[src/rtl/mul_byte_seq_pkg.sv]
// rtl/mul_byte_seq_pkg.sv - shared ALU constants for the sequential byte multiplier
package mul_byte_seq_pkg;

    typedef enum logic [1:0] {
        ST_IDLE = 2'd0,
        ST_RUN  = 2'd1,
        ST_DONE = 2'd2,
        ST_NEG  = 2'd3
    } mul_state_t;

    localparam int ITER_COUNT = 8;
    localparam int PRODUCT_W  = 16;

endpackage

[src/rtl/mul_byte_seq_if.sv]
// rtl/mul_byte_seq_if.sv - launch/collect bus between ALU controller and multiplier (signed_op with MUL_SIGNED_EN)
interface mul_byte_seq_if;
    import mul_byte_seq_pkg::*;

    logic                 start;
    logic [7:0]           a;
    logic [7:0]           b;
`ifdef MUL_SIGNED_EN
    logic                 signed_op;
`endif
    logic                 busy;
    logic                 done;
    logic [PRODUCT_W-1:0] product;

`ifdef MUL_SIGNED_EN
    modport master (output start, a, b, signed_op, input busy, done, product);
    modport slave  (input start, a, b, signed_op, output busy, done, product);
`else
    modport master (output start, a, b, input busy, done, product);
    modport slave  (input start, a, b, output busy, done, product);
`endif

endinterface

[src/rtl/adder_byte.sv]
// rtl/adder_byte.sv - existing 8-bit ripple adder with carry in/out
module adder_byte (
    input  logic [7:0] a,
    input  logic [7:0] b,
    input  logic       carry_in,
    output logic [7:0] sum,
    output logic       carry_out
);

    assign {carry_out, sum} = {1'b0, a} + {1'b0, b} + {8'd0, carry_in};

endmodule

[src/rtl/mul_byte_seq.sv]
// rtl/mul_byte_seq.sv - 8x8 shift-add multiplier on one adder_byte; MUL_SIGNED_EN adds signed operands
module mul_byte_seq
    import mul_byte_seq_pkg::*;
#(
    parameter int DONE_PULSE = 1
) (
    input  logic           clk,
    input  logic           rst,
    mul_byte_seq_if.slave  bus
);

    mul_state_t state;
    mul_state_t state_nxt;
    logic [7:0] mcand;
    logic [7:0] hi;
    logic [7:0] lo;
    logic [3:0] count;
    logic [7:0] sum;
    logic       carry_out;
    logic       accept;
    logic [7:0] a_load;
    logic [7:0] b_load;
`ifdef MUL_SIGNED_EN
    logic       neg;
`endif

    assign accept = bus.start && (state == ST_IDLE || state == ST_DONE);

    // Signed mode works on magnitudes; the sign is reapplied in NEG.
`ifdef MUL_SIGNED_EN
    assign a_load = (bus.signed_op && bus.a[7]) ? (~bus.a + 8'd1) : bus.a;
    assign b_load = (bus.signed_op && bus.b[7]) ? (~bus.b + 8'd1) : bus.b;
`else
    assign a_load = bus.a;
    assign b_load = bus.b;
`endif

    adder_byte u_adder (
        .a         (hi),
        .b         (lo[0] ? mcand : 8'h00),
        .carry_in  (1'b0),
        .sum       (sum),
        .carry_out (carry_out)
    );

    always_ff @(posedge clk) begin
        if (rst) begin
            state <= ST_IDLE;
        end else begin
            state <= state_nxt;
        end
    end

    always_comb begin
        state_nxt = state;
        case (state)
            ST_IDLE: if (accept) state_nxt = ST_RUN;
            ST_RUN: begin
                if (count == 4'(ITER_COUNT - 1)) begin
`ifdef MUL_SIGNED_EN
                    state_nxt = neg ? ST_NEG : ST_DONE;
`else
                    state_nxt = ST_DONE;
`endif
                end
            end
            ST_NEG:  state_nxt = ST_DONE;
            ST_DONE: begin
                if (accept) begin
                    state_nxt = ST_RUN;
                end else if (DONE_PULSE != 0) begin
                    state_nxt = ST_IDLE;
                end
            end
            default: state_nxt = ST_IDLE;
        endcase
    end

    // Shift the sum's low bit into lo while the multiplier bits drain out of it.
    always_ff @(posedge clk) begin
        if (rst) begin
            mcand <= 8'h00;
            hi    <= 8'h00;
            lo    <= 8'h00;
            count <= 4'd0;
`ifdef MUL_SIGNED_EN
            neg   <= 1'b0;
`endif
        end else if (accept) begin
            mcand <= a_load;
            lo    <= b_load;
            hi    <= 8'h00;
            count <= 4'd0;
`ifdef MUL_SIGNED_EN
            neg   <= bus.signed_op && (bus.a[7] ^ bus.b[7]);
`endif
        end else if (state == ST_RUN) begin
            {hi, lo} <= {carry_out, sum, lo[7:1]};
            count    <= count + 4'd1;
`ifdef MUL_SIGNED_EN
        end else if (state == ST_NEG) begin
            {hi, lo} <= ~{hi, lo} + 16'd1;
`endif
        end
    end

    assign bus.busy    = (state == ST_RUN) || (state == ST_NEG);
    assign bus.done    = (state == ST_DONE);
    assign bus.product = {hi, lo};

endmodule
[src/flat_wrapper.sv]
// flat-port wrapper written by rule: the top's interface ports become plain ports
module mul_byte_seq_flat import mul_byte_seq_pkg::*;
#(
    parameter int DONE_PULSE = 1
)
  (clk, rst, bus_start, bus_a, bus_b, bus_busy, bus_done, bus_product);
  mul_byte_seq_if bus_i ();
  input  logic clk;
  input  logic rst;
  input wire logic [$bits(bus_i.start)-1:0] bus_start;
  input wire logic [$bits(bus_i.a)-1:0] bus_a;
  input wire logic [$bits(bus_i.b)-1:0] bus_b;
  output wire logic [$bits(bus_i.busy)-1:0] bus_busy;
  output wire logic [$bits(bus_i.done)-1:0] bus_done;
  output wire logic [$bits(bus_i.product)-1:0] bus_product;
  assign bus_i.start = bus_start;
  assign bus_i.a = bus_a;
  assign bus_i.b = bus_b;
  assign bus_busy = bus_i.busy;
  assign bus_done = bus_i.done;
  assign bus_product = bus_i.product;
  mul_byte_seq #(.DONE_PULSE(DONE_PULSE)) u_core (.clk(clk), .rst(rst), .bus(bus_i));
endmodule
[config.mk]
export PLATFORM = sky130hd
export DESIGN_NAME = mul_byte_seq_flat
export DESIGN_NICKNAME = d
export VERILOG_FILES = /design/src/rtl/mul_byte_seq_pkg.sv /design/src/rtl/mul_byte_seq_if.sv /design/src/rtl/adder_byte.sv /design/src/rtl/mul_byte_seq.sv /design/src/flat_wrapper.sv
export SDC_FILE = /design/constraint.sdc
export NUM_CORES = 1
export LEC_CHECK = 0
export CAP_MARGIN = 20
export CORE_MARGIN = 2
export CORE_UTILIZATION = 44
export DETAILED_ROUTE_END_ITERATION = 6
export PLACE_DENSITY = 0.75
export SLEW_MARGIN = 10
export SYNTH_ARGS = -nofsm -noshare
export SYNTH_HDL_FRONTEND = slang
export SYNTH_HIERARCHICAL = 1
export SYNTH_SLANG_ARGS = --single-unit
export TNS_END_PERCENT = 5
[constraint.sdc]
create_clock -name clk -period 1.8 [get_ports clk]
set_input_delay 0.18 -clock clk [delete_from_list [all_inputs] [get_ports clk]]
set_output_delay 0.18 -clock clk [all_outputs]
set_load 0.02 [all_outputs]
==> results of run 1 <==
## per-layer routing
metal	routed length [µm]	share of wire
met5	0	0
met4	42	0.012
met3	156	0.044
met2	1640	0.46
met1	1690	0.48
## critical path, stage by stage (launching register included)
cell and delay (ns):
sky130_fd_sc_hd__dfxtp_4 0.35, sky130_fd_sc_hd__and2_4 0.13, sky130_fd_sc_hd__fa_2 0.38, sky130_fd_sc_hd__fa_2 0.36
sky130_fd_sc_hd__a21oi_2 0.16, sky130_fd_sc_hd__o21a_1 0.15, sky130_fd_sc_hd__xnor2_1 0.12, sky130_fd_sc_hd__nand2_1 0.07
sky130_fd_sc_hd__a21oi_1 0.11
## metrics by stage
stage,area [µm²],hold WS (ns)
floorplan,1550,0.316
global placement,2010,0.440
CTS,2120,0.390
global route,2130,0.397
detailed placement,2010,0.444
finish,2130,0.408
## power groups by stage
stage / clock, mW / sequential (mW) / combinational (mW)
detailed placement: 0 / 0.739 / 0.280
finish: 0.393 / 0.724 / 0.286
global route: 0.450 / 0.730 / 0.310
floorplan: 0 / 0.761 / 0.137
global placement: 0 / 0.738 / 0.279
CTS: 0.407 / 0.724 / 0.286
## final timing paths
kind	cells past startpoint	endpoint	slack, ns	start
setup / recovery	8	u_core/hi[5]	-0.11	u_core/lo[0]
hold / removal	3	u_core/mcand[0]	0.41	bus_a[0]
setup reg to reg	8	u_core/hi[5]	-0.11	u_core/lo[0]
hold reg to reg	2	u_core/mcand[3]	0.45	u_core/mcand[3]
## cells by family (layout without fill, tap and decap cells)
group                    after synthesis  in the layout  share of synthesized area
XOR/XNOR                               6              6                     0.0342
adder cells (fa/ha/maj)               10             10                     0.0913
AO/OA/AOI/OAI                         42             42                      0.165
flip-flops                            30             30                      0.391
other                                  1              1                    0.00244
AND/OR/NAND/NOR                       83             83                      0.262
buffers and inverters                 15             61                     0.0546
## cell type report
type                            instances  area share
Multi-Input combinational cell        142       0.434
Sequential cell                        30       0.284
Timing Repair Buffer                   52       0.225
Tap cell                               46      0.0270
Clock buffer                            6      0.0241
Inverter                                3     0.00528
## cell usage in the layout (no fill, tap or decap), drive strengths merged
cell,netlist,routed
o21a,1,1
o221a,1,1
nor4,1,1
nand2,36,36
o21bai,1,1
nor2,3,3
clkbuf,3,6
a311o,2,2
o21ai,2,2
xnor2,3,3
a21oi,24,24
ha,8,8
nor2b,5,5
nand2b,4,4
dfxtp,30,30
nor3b,1,1
nand3b,3,3
or3,1,1
nand4,1,1
clkdlybuf4s50,0,36
o211ai,1,1
a21o,2,2
and2,8,8
fa,2,2
inv,3,3
buf,9,16
conb,1,1
nor3,17,17
o22ai,8,8
nand3,3,3
xor2,3,3
## registers in the layout, summed over array words and instances, names as in the netlist
| name | count |
|---|---|
| u_core/count | 4 |
| u_core/state | 2 |
| u_core/mcand | 8 |
| u_core/lo | 8 |
| u_core/hi | 8 |
## repair_timing
action,4_1_cts,5_1_grt
cloned,0,0
setup endpoints to repair,6,6
pin swaps,5,0
resized for setup,7,2
## synth_stat cells
master / count / area (µm²)
sky130_fd_sc_hd__o21ai_0: 2 / 10.0
sky130_fd_sc_hd__inv_1: 2 / 7.51
sky130_fd_sc_hd__buf_4: 4 / 30.0
sky130_fd_sc_hd__nand2_1: 36 / 135
sky130_fd_sc_hd__nor2b_1: 5 / 31.3
sky130_fd_sc_hd__clkbuf_1: 3 / 11.3
sky130_fd_sc_hd__nand3b_1: 3 / 22.5
sky130_fd_sc_hd__nor3_1: 17 / 85.1
sky130_fd_sc_hd__xor2_1: 3 / 26.3
sky130_fd_sc_hd__a21oi_1: 23 / 115
sky130_fd_sc_hd__conb_1: 1 / 3.75
sky130_fd_sc_hd__nor4_1: 1 / 6.26
sky130_fd_sc_hd__fa_1: 2 / 40.0
sky130_fd_sc_hd__or3_1: 1 / 6.26
sky130_fd_sc_hd__o21a_1: 1 / 7.51
sky130_fd_sc_hd__buf_2: 4 / 20.0
sky130_fd_sc_hd__o21bai_1: 1 / 7.51
sky130_fd_sc_hd__buf_6: 1 / 11.3
sky130_fd_sc_hd__nand3_1: 3 / 15.0
sky130_fd_sc_hd__a21o_1: 2 / 15.0
sky130_fd_sc_hd__o221a_2: 1 / 11.3
sky130_fd_sc_hd__o211ai_1: 1 / 7.51
sky130_fd_sc_hd__inv_2: 1 / 3.75
sky130_fd_sc_hd__nand4_1: 1 / 6.26
sky130_fd_sc_hd__nor3b_1: 1 / 7.51
sky130_fd_sc_hd__nor2_1: 3 / 11.3
sky130_fd_sc_hd__xnor2_1: 3 / 26.3
sky130_fd_sc_hd__nand2b_1: 4 / 25.0
sky130_fd_sc_hd__and2_1: 8 / 50.1
sky130_fd_sc_hd__dfxtp_1: 30 / 601
sky130_fd_sc_hd__o22ai_1: 8 / 50.1
sky130_fd_sc_hd__a21oi_2: 1 / 8.76
sky130_fd_sc_hd__ha_1: 8 / 100
sky130_fd_sc_hd__a311o_1: 2 / 20.0
==> summary.md, run 1 <==
| Metric | Value |
|---|---|
| Count of antenna-violating nets left after detailed routing | `0` |
| Port buffer count | `36` |
| Required time reported for the critical path endpoint | `2.06 ns` |
| Setup crit end kind | `flop` |
| Unrepaired setup endpoints after global routing | `yes` |
| Worst-path clk slew | `0.09 ns` |
| Maximum Capacitance Violations | `0` |
| Clock tree from TritonCTS | `done` |
| Multi-input combinational cell area | `925 µm²` |
| DR pass1 iterations | `4` |
| Static Leakage | `0.809 nW` |
| Number of diodes added for antenna fixing | `0` |
| Cell Count, Final, Fillers Out | `279` |
| Power density cells | `659 mW/mm²` |
| Share of total power consumed by net switching | `0.274` |
| Via count of the first global-routing pass | `1302` |
| Deepest clock path buffer count | `2` |
| Rows | `21` |
| Largest driver fanout on the critical path | `3` |
| Number of synthesized register bits | `30` |
| DP Cell Count | `273` |
| Total Routed Length | `3530 µm` |
| Mapped Cells | `187` |
| Ratio of cells with drive above 1 in the final layout | `0.163` |
| Core area | `0.00334 mm²` |
| Fraction of met3 tracks used by global routing | `0.0375` |
| Met2 global-route usage | `0.291` |
| Grt peak-use layer | `met2` |
| Number of setup violations in the final report | `4` |
| Total negative slack | `-0.363 ns` |
| Worst setup margin | `-0.106 ns` |
| Top-level I/O count | `37` |
| Starting DRC count in detailed routing | `65` |
| Worst Max-Slew Pin Slew | `0.526 ns` |
| Crit path DAT | `2.17 ns` |
| Routed wire length per instance | `12.6 µm` |
| Half-perimeter wire length after placement | `2440 µm` |
| Die span in y | `63.1 µm` |
| Internal power | `1.02 mW` |
| Met1 track demand over resource | `0.242` |
| Largest voltage drop on the vdd net | `479 µV` |
| Fraction of the yosys area taken by sequential cells | `0.391` |
| Layout Utilization | `0.639` |
| Count of filler cells inserted in the layout | `293` |
| Combinational Power Share | `0.204` |
| H-tree depth | `2` |
| Die area | `0.00398 mm²` |
| Mapped Area | `0.00154 mm²` |
| Die extent in x | `63.1 µm` |
| Power, Total | `1.40 mW` |
| Clock power share | `0.280` |
| Clock Latency Late Sink | `0.33 ns` |
| Worst-case headroom to the max-slew limit | `0.649` |
| Hold/Removal Path Class | `input port to flop` |
| Number of buffers inserted by post-CTS setup repair | `0` |
| Flop pwr share | `0.516` |
| Via-to-Cell Ratio | `5.22` |
| Count of clock tree sinks | `30` |
| NumNets Final | `263` |
| Synth Net Count | `216` |
| Net switching power | `0.384 mW` |
| Area growth syn-to-layout | `38.8%` |
| Final Slew Violations | `0` |
| Startpoint types | `flop` |
| Skew final | `0.0101 ns` |
| Area taken by flip-flops and latches | `606 µm²` |
| Post-Syn Area per Cell | `8.21 µm²` |
| Hold bufs inserted after CTS | `0` |
| Share of the cycle needed by the critical path after routing | `1.06` |
| Count of unique library cells instantiated by Yosys | `34` |
| Fin. Hold Viols | `0` |
| Number of buffers created by CTS | `5` |
| DR DRC count | `0` |
| Detailed-route via count | `1456` |
| Global-route wire length before repair | `5780 µm` |
| Root Driver | `sky130_fd_sc_hd__clkbuf_4` |
| Initial core utilization | `0.460` |
| Synth warn | `6` |
| Largest net degree at the start of global routing | `20` |
| Violations in the final reports | `negative setup slack` |
| Remaining global-route overflow | `0` |
| Maximum frequency from static timing analysis | `525 MHz` |
| Outcome | `finished, violations left` |
| Placer's final routability congestion estimate | `0.792` |
| Category of the most critical setup path | `flop to flop` |
| Initial antenna violation count | `0` |
| Total routing resource utilization after global routing | `0.184` |
| Tmin final | `1.91 ns` |
| Placement-stage worst setup slack | `-0.138 ns` |
(Power assumes the default switching activity.)
==> inputs of run 2 (changes only) <==
--- a/config.mk
+++ b/config.mk
@@ -9,4 +9,5 @@
 export CORE_MARGIN = 2
 export CORE_UTILIZATION = 44
+export CTS_BUF_LIST = sky130_fd_sc_hd__clkbuf_4 sky130_fd_sc_hd__clkbuf_8 sky130_fd_sc_hd__clkbuf_16
 export DETAILED_ROUTE_END_ITERATION = 6
 export PLACE_DENSITY = 0.75
==> constraint.sdc (replaced) <==
create_clock -name clk -period 1.8 [get_ports clk]
set_input_delay 0.18 -clock clk [delete_from_list [all_inputs] [get_ports clk]]
set_output_delay 0.18 -clock clk [all_outputs]
set_load 0.01 [all_outputs]
==> summary.md, run 2 (same netlist as run 1, synthesis figures left out) <==
| Metric | Value |
|---|---|
| Outcome | `finished, violations left` |
| Violations in the final reports | `negative setup slack` |
| WHS Path Cells | `3` |
| Number of setup violations in the final report | `5` |
| Tmin final | `1.92 ns` |
| Clock tree from TritonCTS | `done` |
| Largest voltage drop on the vdd net | `427 µV` |
| Area growth syn-to-layout | `40.0%` |
| Crit path buffers/inverters | `0` |
| Initial antenna violation count | `0` |
| FF-to-FF Start | `u_core/mcand[0]` |
| Total routing resource utilization after global routing | `0.199` |
| Via count of the first global-routing pass | `1345` |
| Clock Latency Late Sink | `0.33 ns` |
| Maximum frequency from static timing analysis | `521 MHz` |
| Placer's final routability congestion estimate | `0.799` |
| Most prevalent standard cell on the critical path | `sky130_fd_sc_hd__fa_2` |
| Commonest cells after routing, fill and taps aside | `sky130_fd_sc_hd__clkdlybuf4s50_1 (36), sky130_fd_sc_hd__nand2_1 (36), sky130_fd_sc_hd__dfxtp_1 (29), sky130_fd_sc_hd__a21oi_1 (19), sky130_fd_sc_hd__nor3_1 (17)` |
| Final Slew Violations | `0` |
| Fin. Hold Viols | `0` |
| DR DRC count | `0` |
| Share of total power consumed by net switching | `0.248` |
| Die extent in x | `63.1 µm` |
| Routed wire length per instance | `13.2 µm` |
| Hold_ws | `0.386 ns` |
| Combinational Power Share | `0.174` |
| Clock power share | `0.359` |
| Share of the cycle needed by the critical path after routing | `1.07` |
| Half-perimeter wire length after placement | `2550 µm` |
| Global-route wire length before repair | `6230 µm` |
| Critical path cell sequence | `and2_1 -> fa_2 -> fa_2 -> a21oi_4 -> o21bai_1 -> xor2_1 -> nand2_1 -> a21oi_2` |
| Number of buffers inserted by post-CTS setup repair | `0` |
| Remaining global-route overflow | `0` |
| Startpoint types | `flop` |
| Count of filler cells inserted in the layout | `298` |
| Flop pwr share | `0.466` |
| Initial core utilization | `0.460` |
| Slowest-stage cell, CP | `sky130_fd_sc_hd__fa_2` |
| Via-to-Cell Ratio | `5.15` |
| Port buffer count | `36` |
| Static Leakage | `0.813 nW` |
| Top-level I/O count | `37` |
| Total Routed Length | `3700 µm` |
| DR pass1 iterations | `4` |
| Hold bufs inserted after CTS | `0` |
| Worst reg-to-reg setup slack | `-0.12 ns` |
| Largest registers | `u_core/hi: 8 flops, u_core/lo: 8 flops, u_core/mcand: 8 flops` |
| Deepest clock path buffer count | `2` |
| Critical Path Max Stage Delay | `0.38 ns` |
| Internal power | `1.17 mW` |
| Starting DRC count in detailed routing | `42` |
| Reg2reg path depth | `8` |
| Root Driver | `sky130_fd_sc_hd__clkbuf_4` |
| H-tree depth | `2` |
| Power density cells | `722 mW/mm²` |
| Count of clock tree sinks | `30` |
| Die area | `0.00398 mm²` |
| Largest driver fanout on the critical path | `2` |
| Worst Hold End | `u_core/mcand[5]` |
| Category of the most critical setup path | `flop to flop` |
| Crit path DAT | `2.18 ns` |
| Placement-stage worst setup slack | `-0.143 ns` |
| Number of diodes added for antenna fixing | `0` |
| Startpoint of the worst hold path | `bus_a[5]` |
| Die span in y | `63.1 µm` |
| Number of buffers created by CTS | `5` |
| Required time reported for the critical path endpoint | `2.06 ns` |
| Detailed-route via count | `1447` |
| Unrepaired setup endpoints after global routing | `yes` |
| Net switching power | `0.385 mW` |
| Skew final | `0.0121 ns` |
| Largest net degree at the start of global routing | `20` |
| Reg2Reg Capture Point | `u_core/hi[3]` |
| Count of antenna-violating nets left after detailed routing | `0` |
| NumNets Final | `263` |
| Setup crit end kind | `flop` |
| Hold/Removal Path Class | `input port to flop` |
| Rows | `21` |
| Core area | `0.00334 mm²` |
| Area post-placement | `0.00201 mm²` |
| Worst setup margin | `-0.120 ns` |
| Maximum Capacitance Violations | `0` |
| Ratio of cells with drive above 1 in the final layout | `0.157` |
| Final design instance area without fill | `0.00215 mm²` |
| Worst-path clk slew | `0.10 ns` |
| Critical path's top delay family | `adder cells` |
==> run 2: layout make-up <==
type / count / area, µm² / area share
clock inverters: 1 / 30.0 / 0.0140
well taps: 46 / 57.6 / 0.0268
flip-flops and latches: 30 / 602 / 0.280
clock buffers: 7 / 52.6 / 0.0244
multi-input cells: 142 / 916 / 0.426
inverters: 3 / 11.3 / 0.00524
repair buffers: 52 / 480 / 0.224
==> run 2: tightest hold or removal path, delay by kind of cell <==
kind	cells	cell delay, ns
buffers and inverters	1	0.39
and+or+nand+nor	1	0.05
AOI/OAI and AO/OA	1	0.05
==> run 2: what timing repair did <==
action                     4_1_cts  5_1_grt
resized for setup                5        2
setup endpoints to repair        5        6
pin swaps                        3        2
==> run 2: layer usage <==
metal	global-route usage	wire, µm	vias to the layer above
met5	0	0	-
met4	0.0833	46	0
met3	0.0446	149	5
met2	0.316	1760	35
met1	0.259	1750	669
li1	-	-	738
==> run 2: per-stage QoR <==
stage	cells	total power, mW	utilization	setup TNS, ns
detailed placement	273	1.01	0.603	-0.473
global placement	273	1.00	0.603	-0.273
CTS	281	1.56	0.641	-0.273
global route	281	1.62	0.644	-0.865
finish	281	1.55	0.644	-0.356
floorplan	187	0.882	-	0
==> run 2: how the worst max path moves through the flow <==
stage / depth (start not counted) / endpoint / startpoint
floorplan: 7 / u_core/hi[5] / u_core/hi[0]
global placement: 8 / u_core/hi[5] / u_core/mcand[0]
detailed placement: 8 / u_core/hi[5] / u_core/mcand[0]
CTS: 8 / u_core/hi[5] / u_core/mcand[0]
global route: 8 / u_core/hi[3] / u_core/mcand[0]
finish: 8 / u_core/hi[3] / u_core/mcand[0]
==> run 2: power by group through the flow <==
stage               combinational, mW  clock [mW]  sequential [mW]
floorplan                       0.136           0            0.746
global placement                0.262           0            0.738
detailed placement              0.266           0            0.739
CTS                             0.271       0.567            0.724
global route                    0.296       0.599            0.729
finish                          0.271       0.558            0.724
==> inputs of run 3 (changes only) <==
- GPL_ROUTABILITY_DRIVEN: default -> 0
- MAX_ROUTING_LAYER: default -> met4
- SLEW_MARGIN: 10 -> default
==> summary.md, run 3 (same netlist as run 1, synthesis figures left out) <==
| Metric | Value |
|---|---|
| Count of antenna-violating nets left after detailed routing | `0` |
| Clock tree from TritonCTS | `done` |
| Setup crit end kind | `flop` |
| Clock power share | `0.359` |
| Clock Latency Late Sink | `0.33 ns` |
| Hold bufs inserted after CTS | `0` |
| Core area | `0.00334 mm²` |
| Startpoint types | `flop` |
| Worst-path clk slew | `0.10 ns` |
| DR DRC count | `0` |
| Number of buffers inserted by post-CTS setup repair | `0` |
| DP Cell Count | `273` |
| Die span in y | `63.1 µm` |
| Skew final | `0.0121 ns` |
| Required time reported for the critical path endpoint | `2.06 ns` |
| Power density cells | `722 mW/mm²` |
| Area growth syn-to-layout | `40.0%` |
| Total routing resource utilization after global routing | `0.204` |
| Half-perimeter wire length after placement | `2550 µm` |
| Share of the cycle needed by the critical path after routing | `1.07` |
| Critical path cell sequence | `and2_1 -> fa_2 -> fa_2 -> a21oi_4 -> o21bai_1 -> xor2_1 -> nand2_1 -> a21oi_2` |
| Ratio of cells with drive above 1 in the final layout | `0.157` |
| Hold/Removal Path Class | `input port to flop` |
| Count of clock tree sinks | `30` |
| Routed wire length per instance | `13.2 µm` |
| Detailed-route via count | `1449` |
| Outcome | `finished, violations left` |
| Area post-placement | `0.00201 mm²` |
| Starting DRC count in detailed routing | `42` |
| Crit path DAT | `2.18 ns` |
| Via count of the first global-routing pass | `1345` |
| DR pass1 iterations | `4` |
| Cell Count, Final, Fillers Out | `281` |
| Tmin final | `1.92 ns` |
| Slowest-stage cell, CP | `sky130_fd_sc_hd__fa_2` |
| Critical path startpoint | `u_core/mcand[0]` |
| Number of setup violations in the final report | `5` |
| Root Driver | `sky130_fd_sc_hd__clkbuf_4` |
| Category of the most critical setup path | `flop to flop` |
| Net switching power | `0.385 mW` |
| Initial antenna violation count | `0` |
| Initial core utilization | `0.460` |
| Static Leakage | `0.813 nW` |
| FF-to-FF Start | `u_core/mcand[0]` |
| Violations in the final reports | `negative setup slack` |
| Share of total power consumed by net switching | `0.248` |
| Flop pwr share | `0.466` |
| Commonest cells after routing, fill and taps aside | `sky130_fd_sc_hd__clkdlybuf4s50_1 (36), sky130_fd_sc_hd__nand2_1 (36), sky130_fd_sc_hd__dfxtp_1 (29), sky130_fd_sc_hd__a21oi_1 (19), sky130_fd_sc_hd__nor3_1 (17)` |
| Critical path's top delay family | `adder cells` |
| Total Routed Length | `3710 µm` |
| Number of diodes added for antenna fixing | `0` |
| Maximum frequency from static timing analysis | `521 MHz` |
| Startpoint of the worst hold path | `bus_a[5]` |
| Largest voltage drop on the vdd net | `427 µV` |
| Critical Path Max Stage Delay | `0.38 ns` |
| Global-route wire length before repair | `6230 µm` |
| Rows | `21` |
| NumNets Final | `263` |
| Internal power | `1.17 mW` |
| Largest registers | `u_core/hi: 8 flops, u_core/lo: 8 flops, u_core/mcand: 8 flops` |
| Most prevalent standard cell on the critical path | `sky130_fd_sc_hd__fa_2` |
| Crit path buffers/inverters | `0` |
| Deepest clock path buffer count | `2` |
| Unrepaired setup endpoints after global routing | `yes` |
| Remaining global-route overflow | `0` |
| Final design instance area without fill | `0.00215 mm²` |
| Number of buffers created by CTS | `5` |
| Largest driver fanout on the critical path | `2` |
| Via-to-Cell Ratio | `5.16` |
| Largest net degree at the start of global routing | `20` |
| Fin. Hold Viols | `0` |
| Top-level I/O count | `37` |
| Final Slew Violations | `0` |
| Die extent in x | `63.1 µm` |
| H-tree depth | `2` |
| Worst setup margin | `-0.120 ns` |
| Maximum Capacitance Violations | `0` |
| Port buffer count | `36` |
| Combinational Power Share | `0.174` |
| Layout Utilization | `0.644` |
| Die area | `0.00398 mm²` |
## run 3: path summary, 6_finish.rpt
check | endpoint | slack [ns] | cells after the start
min reg2reg | u_core/mcand[0] | 0.47 | 2
max | u_core/hi[3] | -0.12 | 8
min | u_core/mcand[5] | 0.39 | 3
max reg2reg | u_core/hi[3] | -0.12 | 8
## run 3: worst register-to-register path, delay by kind of cell, from the launching register on
family	cells	cell delay [ns]
xor gates and xnor gates	1	0.17
and+or+nand+nor	2	0.25
AOI/OAI and AO/OA	3	0.36
DFF	1	0.32
adders and majority gates	2	0.74
## run 3: metrics by stage
step	power, mW	setup WS, ns	setup TNS, ns	hold slack [ns]
floorplan	0.882	0.0228	0	0.316
global placement	1.00	-0.0701	-0.273	0.438
detailed placement	1.01	-0.143	-0.473	0.447
CTS	1.56	-0.107	-0.273	0.380
global route	1.62	-0.208	-0.865	0.387
finish	1.55	-0.120	-0.357	0.386
## run 3: power groups by stage
| stage | combinational [mW] | sequential (mW) | clock [mW] |
|---|---|---|---|
| after global routing | 0.296 | 0.729 | 0.599 |
| after floorplan | 0.136 | 0.746 | 0 |
| after CTS | 0.271 | 0.724 | 0.567 |
| after detailed placement | 0.266 | 0.739 | 0 |
| after global placement | 0.262 | 0.738 | 0 |
| final | 0.271 | 0.724 | 0.558 |
## run 3: area by class of cell
class | instances | area [µm²]
timing repair buffer | 52 | 480
sequential | 30 | 602
clock inverter | 1 | 30.0
fill | 298 | 1190
tap | 46 | 57.6
clock buffer | 7 | 52.6
multi-input combinational | 142 | 916
inverter | 3 | 11.3
## run 3: metal layers
| metal | up-vias | track usage | wire, µm |
|---|---|---|---|
| met2 | 35 | 0.316 | 1760 |
| met1 | 671 | 0.260 | 1760 |
| met4 | 0 | 0.0833 | 46 |
| met3 | 5 | 0.0429 | 143 |
| met5 | - | - | 0 |
| li1 | 738 | - | - |
## run 3: timing repair
item	in CTS	in global routing
pin swaps	3	2
endpoints found under the setup margin	5	6
gates resized for setup	5	2
